`config.mk`:
```
export PLATFORM = sky130hd
export DESIGN_NAME = sprite_blitter
export DESIGN_NICKNAME = d
export VERILOG_FILES = /design/src/rtl/sprite_pkg.sv /design/src/rtl/fb_addr_calc.sv /design/src/rtl/sprite_blitter.sv
export SDC_FILE = /design/constraint.sdc
export NUM_CORES = 1
export LEC_CHECK = 0
export CORE_MARGIN = 1
export CORE_UTILIZATION = 35
export CTS_CLUSTER_DIAMETER = 60
export DETAILED_ROUTE_END_ITERATION = 12
export GPL_ROUTABILITY_DRIVEN = 0
export PLACE_DENSITY_LB_ADDON = 0.25
export SYNTH_ARGS = -nofsm -noshare
export SYNTH_HDL_FRONTEND = slang
export SYNTH_SLANG_ARGS = --single-unit
```
`constraint.sdc`:
```
create_clock -name Clk -period 5.15 [get_ports Clk]
set_input_delay 1.2875 -clock Clk [delete_from_list [all_inputs] [get_ports Clk]]
set_output_delay 1.2875 -clock Clk [all_outputs]
set_load 0.02 [all_outputs]
```
`src/rtl/sprite_pkg.sv`:
```
// rtl/sprite_pkg.sv - shared sprite/frame-buffer geometry, key color and state types
package sprite_pkg;

  localparam int          SPR_W     = 32;
  localparam int          SPR_H     = 32;
  localparam int          FB_W      = 640;
  localparam int          FB_H      = 480;
  localparam logic [23:0] KEY_COLOR = 24'hFF0000;

  typedef enum logic [1:0] {
    IDLE  = 2'd0,
    READ  = 2'd1,
    WRITE = 2'd2,
    DONE  = 2'd3
  } blit_state_t;

  typedef enum logic [1:0] {
    DIR_UP    = 2'd0,
    DIR_RIGHT = 2'd1,
    DIR_LEFT  = 2'd2,
    DIR_DOWN  = 2'd3
  } sprite_dir_t;

endpackage

```
`src/rtl/fb_addr_calc.sv`:
```
// rtl/fb_addr_calc.sv - screen position, visibility and linear frame-buffer address
module fb_addr_calc
  import sprite_pkg::*;
(
  input  logic [9:0]  x_i,
  input  logic [9:0]  y_i,
  input  logic [4:0]  row_i,
  input  logic [4:0]  col_i,
  output logic [10:0] px_o,
  output logic [10:0] py_o,
  output logic        in_bounds_o,
  output logic [18:0] addr_o
);

  localparam logic [10:0] FB_W_L = 11'(FB_W);
  localparam logic [10:0] FB_H_L = 11'(FB_H);

  // 11-bit sums so a sprite hanging past the right/bottom edge is detected, not wrapped
  assign px_o        = {1'b0, x_i} + {6'b0, col_i};
  assign py_o        = {1'b0, y_i} + {6'b0, row_i};
  assign in_bounds_o = (px_o < FB_W_L) && (py_o < FB_H_L);
  assign addr_o      = 19'(py_o) * 19'(FB_W) + 19'(px_o);

endmodule

```
`src/rtl/sprite_blitter.sv`:
```
// rtl/sprite_blitter.sv - copies one 32x32 sprite from ROM into the frame buffer with keying and clipping
module sprite_blitter
  import sprite_pkg::*;
(
  input  logic        Clk,
  input  logic        Reset_n,
  input  logic        start,
  input  logic [9:0]  spriteX,
  input  logic [9:0]  spriteY,
  input  logic [1:0]  sprite_sel,
  output logic [11:0] rom_addr,
  input  logic [23:0] rom_data,
  output logic        fb_we,
  output logic [18:0] fb_addr,
  output logic [23:0] fb_data,
  input  logic        fb_ready,
  output logic        busy,
  output logic        done
);

  localparam logic [4:0] ROW_LAST = 5'(SPR_H - 1);
  localparam logic [4:0] COL_LAST = 5'(SPR_W - 1);

  blit_state_t state_q, state_d;
  logic [4:0]  row_q, row_d;
  logic [4:0]  col_q, col_d;
  logic [9:0]  x_q, x_d;
  logic [9:0]  y_q, y_d;
  logic [1:0]  sel_q, sel_d;

  logic [10:0] px, py;
  logic        in_bounds;
  logic [18:0] calc_addr;
  logic        skip;
  logic        write_req;

  fb_addr_calc u_addr (
    .x_i         (x_q),
    .y_i         (y_q),
    .row_i       (row_q),
    .col_i       (col_q),
    .px_o        (px),
    .py_o        (py),
    .in_bounds_o (in_bounds),
    .addr_o      (calc_addr)
  );

  // px/py exist for the color mapper's read path; visibility already folds them in here
  logic unused_px_py;
  assign unused_px_py = ^{px, py};

  always_ff @(posedge Clk or negedge Reset_n) begin
    if (!Reset_n) begin
      state_q <= IDLE;
      row_q   <= '0;
      col_q   <= '0;
      x_q     <= '0;
      y_q     <= '0;
      sel_q   <= '0;
    end else begin
      state_q <= state_d;
      row_q   <= row_d;
      col_q   <= col_d;
      x_q     <= x_d;
      y_q     <= y_d;
      sel_q   <= sel_d;
    end
  end

  assign skip      = (rom_data == KEY_COLOR) || !in_bounds;
  assign write_req = (state_q == WRITE) && !skip;

  always_comb begin
    state_d = state_q;
    row_d   = row_q;
    col_d   = col_q;
    x_d     = x_q;
    y_d     = y_q;
    sel_d   = sel_q;
    case (state_q)
      IDLE: begin
        if (start) begin
          x_d     = spriteX;
          y_d     = spriteY;
          sel_d   = sprite_sel;
          row_d   = '0;
          col_d   = '0;
          state_d = READ;
        end
      end
      READ: state_d = WRITE;
      WRITE: begin
        if (skip || fb_ready) begin
          if (row_q == ROW_LAST && col_q == COL_LAST) begin
            state_d = DONE;
          end else begin
            state_d = READ;
            if (col_q == COL_LAST) begin
              col_d = '0;
              row_d = row_q + 5'd1;
            end else begin
              col_d = col_q + 5'd1;
            end
          end
        end
      end
      DONE:    state_d = IDLE;
      default: state_d = IDLE;
    endcase
  end

  // rom_addr is purely registered, so it stays put for the whole WRITE stall
  assign rom_addr = {sel_q, row_q, col_q};
  assign fb_we    = write_req;
  assign fb_addr  = write_req ? calc_addr : '0;
  assign fb_data  = write_req ? rom_data : '0;
  assign busy     = (state_q == READ) || (state_q == WRITE);
  assign done     = (state_q == DONE);

endmodule

```
# After elaboration in Yosys (flattened, before gate mapping)
# Cells that the tools add are included.
# Widths: inputs -> output; s select.
[totals]
reg_bits = 34
latch_bits = 0
ram_bits = 0
romBits = 0
in_bits = 50
output_inout_bits = 58
mem_count = 0
[op_classes]
n_addsub = 5
n_mul = 1
div = 0
magnitude_cmp = 2
eq_ne = 10
shift = 0
muxes = 15
bitwise = 0
n_reduce_logical = 14
[ops]
columns = ["cell", "n"]
rows = [
  ["$mux 5", 7],
  ["$eq 24x24->1 const B", 1],
  ["$mux 24", 1],
  ["$add 10x5->11", 2],
  ["$pmux 5 s2", 2],
  ["$add 19x11->19", 1],
  ["$mux 19", 1],
  ["$mul 11x3->12 const B", 1],
  ["$lt 11x10->1 const B", 1],
  ["$lt 11x9->1 const B", 1],
  ["$add 5x1->5 const B", 2],
  ["$eq 5x5->1 const B", 2],
  ["$ne 2x2->1 const B", 4],
  ["$pmux 2 s4", 1],
  ["$mux 2", 3],
  ["$reduce_and 5->1", 1],
  ["$eq 2x2->1 const B", 2],
  ["$reduce_and 2->1", 2],
  ["$reduce_and 4->1", 1],
  ["$logic_and 1x1->1", 3],
  ["$logic_or 1x1->1", 3],
  ["$eq 2x1->1 const B", 1],
  ["$logic_not 1->1", 2],
  ["$logic_not 2->1", 1],
  ["$reduce_bool 2->1", 1],
]

# Depth between registers and ports, before layout
# Gate-level depths: netlist of the first run.
[depth]
depth_word = 8
mapped_depth = 16
mapped_depth_nobuf = 16

# By module
# A second synthesis of the first run with hierarchy kept.
[hier_totals]
hier_cells = 369
hier_area_um2 = 3423.3
[modules_own_cells]
columns = ["module", "n_inst", "cells_each", "area_per_inst_um2", "seq_area_each_um2"]
rows = [
  ["sprite_blitter", 1, 183, 1930.6, 850.8],
  ["fb_addr_calc", 1, 186, 1492.7, 0.0],
]

# Worst setup path after synthesis of the first run
# Ideal clock, no wire load.
[synth_timing]
path_kind = "flip-flop to output port"
startpoint = "register row_q[0]"
endpoint = "output port fb_addr[18]"
t_arrival_ns = 4.000
slack_ns = -0.137
stages_incl_launch_ff = 16
path_buffers = 0
path_cell_list = "dfrtp_1 ha_1 fa_1 a21oi_1 nand4b_1 a21oi_1 or2_2 ha_1 ha_1 o21a_1 a211o_1 a211oi_1 nor3_1 nor4b_1 xnor3_1 and2_1"
[synth_via]
elab_chain_cells = 8
[synth_rtl]
columns = ["element", "line_no", "text"]
rows = [
  ["from (decl)", "sprite_blitter.sv:25", "logic [4:0] row_q, row_d;"],
  ["from (signal assigned)", "sprite_blitter.sv:62", "row_q <= row_d;"],
  ["$add 10x5->11 (*)", "fb_addr_calc.sv:20", "assign py_o = {1'b0, y_i} + {6'b0, row_i};"],
  ["parallel branches: the longest is 6 deep, another holds $add 19x11->19", "-", ""],
  ["$mux 19 (*)", "sprite_blitter.sv:115", "assign fb_addr = write_req ? calc_addr : '0;"],
  ["to (decl)", "sprite_blitter.sv:14", "output logic [18:0] fb_addr,"],
]
# Mark *: on every way between the ends.

# Final worst setup path of the first run
[layout_timing]
startpoint = "register row_q[1]"
endpoint = "output port fb_addr[18]"
# Same word-level chain as after synthesis.

==> metrics.md, run 1 <==
| Metric | Value |
|---|---|
| Run status | finished with violations |
| Violated checks | negative setup slack |
| # DRC | 0 |
| CP Launch Type | flop |
| Reg2reg start | y_q[0] |
| Post-synth net total | around 460 |
| Total grt overflow | 0 |
| Drt pass-1 iters | 4 |
| Final Hold Fails | 0 |
| Routed WL per cell | about 14 um |
| Num CTS Buffers | 5 |
| Min-delay src | x_q[0] |
| FF+latch count, synth | 34 |
| Crit path from | row_q[1] |
| Combinational share of power | ~82% |
| Die Height | about 100 um |
| Final Cell Area | between 5000 and 6000 um^2 |
| F_max | around 0.18 GHz |
| Detailed Place HPWL | just over 7000 um |
| Antenna violations before repair | 0 |
| Iteration-0 DRC count of the detailed router | 89 |
| Final setup fails | 4 |
| Critical path arrival | roughly 4200 ps |
| FFs w/ async S/R, synth | 100% |
| Hold Buf Count CTS | 0 |
| Worst clock skew | roughly 4.6 ps |
| CP endpoint kind | output port |
| Max IR drop VDD | about 0.49 mV |
| Synthesized instance count | ~370 |
| Clock root buffer | clkbuf_8 |
| Die Width | approximately 100 um |
| Final Total Pwr | 4.37 mW |
| Mapped Area | 3340 um^2 |
| Worst hold path class | reg2reg |
| # IOs | between 100 and 150 |
| Die ar. | 9930 um^2 |
| Routed WL | 9860 um |
| Syn. warnings | 0 |
| Clock share of power | under 10% |
| Seq pwr share | between 10% and 20% |
| CTS H-tree lvls | 2 |
| CTS clk-pin slew, worst paths | approximately 80 ps |
| GR Util All Layers | about a fifth |
| Setup slack after layout | -286 ps |
| Row cnt | 35 |
| CP Max Fanout | 3 |
| Unrepaired setup endpoints after global routing | true |
| Register area share after synthesis | ~25% |
| WS Path Type | reg2out |
| Worst EP required | 3860 ps |
| Final Max Slew Viols | 0 |
| TritonCTS clock tree | done |
| Period utilization | 106% |
| Pin count of the biggest net entering global routing | 35 |
| Via count of the routed design | ~3400 |
| EDFF count, synth | 0 |
| Diodes inserted | 0 |
| Number of max-cap violations | 0 |
| Area grow syn2layout | 66.2% |
| Leakage | 2.72 nW |
| Worst-Margin Slew | ~1000 ps |
| Fillers | around 820 |
| Sw frac | a little over two fifths |
| Initial core utilization | between 30% and 40% |
| Vias per cell | ~5 |
| Worst slew margin | a little under a third |
| Clock sinks | 34 |
| Net load switching power | about 1.8 mW |
| Core footprint | about 9200 um^2 |
| Main synth FF type | dfrtp_1 |
| Vias in the first global route | 3351 |
| Clock latency on the worst-skew pair | 290 ps |
| Fraction of layout cells with a size suffix above 1 | 30.4% |
| Nets@finish | between 600 and 700 |
| First-pass GRT wire length | around 15000 um |
| Placed cell area | 5040 um^2 |
| Clock Tree Buf Depth | 2 |
| Avg Inst Size Synth | approximately 9.1 um^2 |
| Min Clock Period, post-route | around 5400 ps |
| Final ANT Viol Nets | 0 |
| Buffers on Ports | approximately 110 |
| PD cells | just under 800 nW/um^2 |
| Pint | roughly 2.5 mW |
| Yosys cell types | 55 |
kinds of logic after synthesis:
kind of cell | Yosys count | share of synthesized area [%]
simple gates | 134 | 22.1
compound gates | 75 | 16.4
fa+ha+maj | 41 | 16.3
buf+inv | 34 | 4.35
flops | 34 | 25.5
mux | 27 | 8.92
xor+xnor | 23 | 6.45
synthesized netlist by cell type, types with 5 or more instances:
cell,number,area (um^2)
xnor2_1,13,114
nor2_1,25,93.8
nor3_1,9,45.0
a211oi_1,5,37.5
a21oi_1,14,70.1
xor2_1,9,78.8
dfrtp_1,34,851
ha_1,37,463
inv_1,22,82.6
nor2b_1,8,50.1
nand3_1,5,25.0
a21o_1,5,37.5
nand2_1,17,63.8
o21ai_0,14,70.1
nand4_1,7,43.8
nand2b_1,6,37.5
o21a_1,5,37.5
mux2_2,22,248
o211ai_1,6,45.0
mux2i_1,5,50.1
and2_1,34,213
clkbuf_1,6,22.5
and3_1,7,43.8
final cells by class:
type | instances | area, um^2 | share of cell area (%)
clock buffers | 5 | 68.8 | 1.24
clock inverters | 3 | 68.8 | 1.24
inverters | 22 | 82.6 | 1.49
multi-input cells | 300 | 2630 | 47.5
flip-flops and latches | 34 | 852 | 15.4
well taps | 129 | 161 | 2.91
repair buffers | 189 | 1680 | 30.3
critical path: stages (launching register included):
cell and delay [ps]:
dfrtp_1 390, buf_4 150, ha_4 250, a211oi_4 270, o21ai_2 130, a221oi_2 290, buf_4 170, ha_4 210
ha_4 250, o21a_4 210, a211o_1 340, a211oi_2 320, nor3_2 100, nor4b_2 260, xnor3_1 240, and2_4 140
buf_6 120
cells in the final DEF (no fill, tap or decap), types with 4 or more instances in the layout:
| cell type | count |
|---|---|
| nor4_1 | 4 |
| xnor2_2 | 4 |
| nor2b_1 | 7 |
| a21oi_2 | 4 |
| nand4_1 | 7 |
| nand2b_1 | 6 |
| xor2_1 | 8 |
| buf_6 | 6 |
| o211ai_1 | 6 |
| xnor2_1 | 9 |
| a21oi_1 | 10 |
| dlymetal6s2s_1 | 6 |
| nand3_1 | 5 |
| dfrtp_1 | 33 |
| dlygate4sd2_1 | 32 |
| clkdlybuf4s50_1 | 63 |
| mux2i_1 | 5 |
| o21a_1 | 4 |
| ha_1 | 28 |
| and3_1 | 6 |
| o21ai_0 | 10 |
| nor3_1 | 7 |
| nor2_1 | 25 |
| a21o_1 | 5 |
| ha_4 | 9 |
| mux2_2 | 22 |
| nand2_1 | 17 |
| and2_1 | 33 |
| inv_1 | 22 |
| clkbuf_8 | 5 |
| buf_4 | 80 |
routing by layer:
metal	vias to the layer above	track usage [%]	routed length, um
met1	1606	21.9	4040
met4	0	5.09	146
met5	-	0	0
met2	93	36.5	5180
met3	14	4.15	488
li1	1689	-	-
flip-flops by register name, summed over array words and instances (netlist names):
register and count:
x_q 10, y_q 10, col_q 5, row_q 5
sel_q 2, state_q 2
final timing paths:
kind / endpoint / slack (ps) / cells after the start
setup / recovery: fb_addr[18] / -290 / 16
hold / removal: x_q[0] / 530 / 1
setup reg to reg: row_q[4] / 2120 / 11
hold reg to reg: x_q[0] / 530 / 1
max in group asynchronous: row_q[0] / 3410 / 2
min in group asynchronous: x_q[1] / 1400 / 2
what timing repair did:
action,in CTS,in global routing
hold endpoints to repair,0,0
pin swaps,21,21
gates resized for setup,77,42
setup endpoints to repair,44,15
buffers inserted,5,10
per-stage QoR:
stage | std cells | util (%) | worst slack, ps | setup TNS, ps | hold WS [ps]
after floorplan | 368 | - | 7.67 | 0 | 484
after global placement | 660 | 54.6 | -476 | -7960 | 491
after detailed placement | 660 | 54.6 | -566 | -7160 | 504
after CTS | 672 | 57.6 | -301 | -544 | 523
after global routing | 682 | 60.0 | -489 | -1220 | 543
final | 682 | 60.0 | -286 | -500 | 526
power groups by stage:
| stage | sequential (mW) | combinational (mW) | clock (mW) |
|---|---|---|---|
| floorplan | 0.482 | 1.79 | 0 |
| global placement | 0.490 | 2.95 | 0 |
| detailed placement | 0.499 | 2.97 | 0 |
| CTS | 0.503 | 3.16 | 0.308 |
| global route | 0.525 | 3.88 | 0.319 |
| finish | 0.508 | 3.56 | 0.302 |
(Power assumes the default switching activity.)
==> run 2: changes to the inputs <==
- ABC_CLOCK_PERIOD_IN_PS: not set -> 5150
- CORE_UTILIZATION: 35 -> 43
- MAX_ROUTING_LAYER: not set -> met4
==> run 2 against run 1 <==
Net effect:
- the run still ends with negative setup slack left
- core utilization rose by 12 points
- fmax rose by 0.87%
- wire length is 2.0% lower
- die area fell by 18%
- via count is 0.82% higher
- clock-buffer cell count is 1 higher
- hold slack got worse by 17 ps
- sequential power is 1% lower
==> metrics.md, run 2 (synthesis gave the netlist of run 1 again) <==
| Metric | Value |
|---|---|
| Routed WL per cell | 15.1 um (+4.2%) |
| Largest registers | x_q (10), y_q (10) |
| Worst slew margin | 33.0% (+1.1 points) |
| Hold Buf Count CTS | 0 (unchanged) |
| Buffers on Ports | 107 (unchanged) |
| Worst-Margin Slew | 1000 ps (-15.7 ps) |
| Final Max Slew Viols | 0 (unchanged) |
| Clock root buffer | clkbuf_8 |
| # IOs | 108 (unchanged) |
| Min Clock Period, post-route | 5390 ps (-47.2 ps) |
| Run status | finished with violations |
| Routed WL | 9660 um (-2.0%) |
| Worst EP required | 3860 ps (about the same) |
| Max IR drop VDD | 0.421 mV (-14%) |
| CP endpoint kind | output port |
| Die Width | 90.1 um (-9.6%) |
| Final setup fails | 3 (-1) |
| Core footprint | 7370 um^2 (-20%) |
| TritonCTS clock tree | done |
| FF-to-FF setup slack | 2090 ps (-30 ps) |
| Placed Cells | 629 (-4.7%) |
| Final ANT Viol Nets | 0 (unchanged) |
| Critical path arrival | 4100 ps (-50 ps) |
| Violated checks | negative setup slack |
| PD cells | 756 nW/um^2 (-4.1%) |
| F_max | 0.186 GHz (+0.87%) |
| Iteration-0 DRC count of the detailed router | 111 (+25%) |
| Setup slack after layout | -239 ps (+47.2 ps) |
| Fraction of layout cells with a size suffix above 1 | 27.5% (-2.9 points) |
| Commonest non-fill, non-tap cells in the layout | buf_4, clkdlybuf4s50_1, and2_1, dlygate4sd2_1, dfrtp_1 |
| Clock sinks | 34 (unchanged) |
| Total grt overflow | 0 (unchanged) |
| Area grow syn2layout | 58.6% |
| CTS H-tree lvls | 2 (unchanged) |
| Initial core utilization | 45.3% (+9.2 points) |
| Antenna violations before repair | 0 (unchanged) |
| Detailed Place HPWL | 7410 um (+2.5%) |
| Crit path from | row_q[2] |
| Diodes inserted | 0 (unchanged) |
| # DRC | 0 (unchanged) |
| WS Path Type | reg2out |
| Pin count of the biggest net entering global routing | 35 (unchanged) |
| First-pass GRT wire length | 16000 um (+3.5%) |
| Drt pass-1 iters | 4 (unchanged) |
| CP Launch Type | flop |
| Setup TNS | -434 ps (+65.9 ps) |
| Die ar. | 8120 um^2 (-18%) |
| Fillers | 570 (-30%) |
| Clock latency on the worst-skew pair | 280 ps (about the same) |
| Period utilization | 105% (-0.92 points) |
| Multi-input logic area | 2550 um^2 (-3.0%) |
| Row cnt | 31 (-11%) |
| Final core utilization | 71.8% (+12 points) |
| Number of max-cap violations | 0 (unchanged) |
| Vias in the first global route | 3452 (+3.0%) |
| Vias per cell | 5.35 (+7.3%) |
| Nets@finish | 632 (-1.7%) |
| Min-delay src | sel_q[1] |
| CP Max Fanout | 3 (unchanged) |
| Worst hold path class | reg2reg |
| Final Hold Fails | 0 (unchanged) |
| Die Height | 90.1 um (-9.6%) |
| Most common cell after layout, fill and taps aside | buf_4 |
| Num CTS Buffers | 5 (unchanged) |
| Clock Tree Buf Depth | 2 (unchanged) |
| Unrepaired setup endpoints after global routing | true |
| GR Util All Layers | 24.7% (+5.4 points) |
| Leakage | 2.59 nW (-4.8%) |
| Reg2reg start | col_q[0] |
| Via count of the routed design | 3430 (+0.82%) |
| Fin cells | 641 (-6.0%) |
| Worst clock skew | 3.67 ps (-0.944 ps) |
| CTS clk-pin slew, worst paths | 70 ps (about the same) |
| Reg area | 855 um^2 (+0.29%) |
run 2: where the power goes:
part           switching, mW  internal, mW
sequential             0.125         0.377
clock                  0.103        0.0954
combinational           1.54          1.76
run 2: final cells by class:
class	count	share of cell area (%)
well taps	99	2.34
flip-flops and latches	34	16.2
inverters	22	1.56
repair buffers	178	30.0
multi-input cells	300	48.3
clock buffers	6	1.37
clock inverters	2	0.260
run 2: final timing paths:
path | endpoint | cells past startpoint
max | fb_addr[18] | 15
min | sel_q[1] | 1
max reg2reg | row_q[1] | 12
min reg2reg | sel_q[1] | 1
max in group asynchronous | row_q[1] | 2
min in group asynchronous | col_q[3] | 2
run 2: metal layers:
metal / part of all wire (%) / global-route usage [%]
met3: 5.8 / 3.55
met2: 53 / 46.0
met5: 0 / -
met4: 1.7 / 6.99
met1: 40 / 27.2
run 2: per-stage QoR:
step | total power, mW | cell area [um^2] | hold WS [ps] | worst slack [ps]
after floorplan | 2.27 | 3350 | 484 | 7.67
after global placement | 3.38 | 5010 | 490 | -465
after detailed placement | 3.48 | 5010 | 497 | -636
after CTS | 3.92 | 5240 | 515 | -327
after global routing | 4.35 | 5290 | 529 | -405
final | 4.00 | 5290 | 510 | -239
run 2: timing repair:
item,4_1_cts,5_1_grt
setup endpoints to repair,39,34
buffers inserted,5,1
gates resized for setup,82,22
pin swaps,15,14
run 2: critical path: stages (launching register included):
cell and delay (ps):
dfrtp_1 420, ha_4 300, o21ai_1 110, or2_2 320
a221oi_2 240, buf_4 160, ha_1 230, ha_2 300
nor2b_2 170, o31a_1 300, o31ai_2 220, a21bo_2 280
nor4b_4 270, xnor3_1 240, and2_4 140, buf_6 120
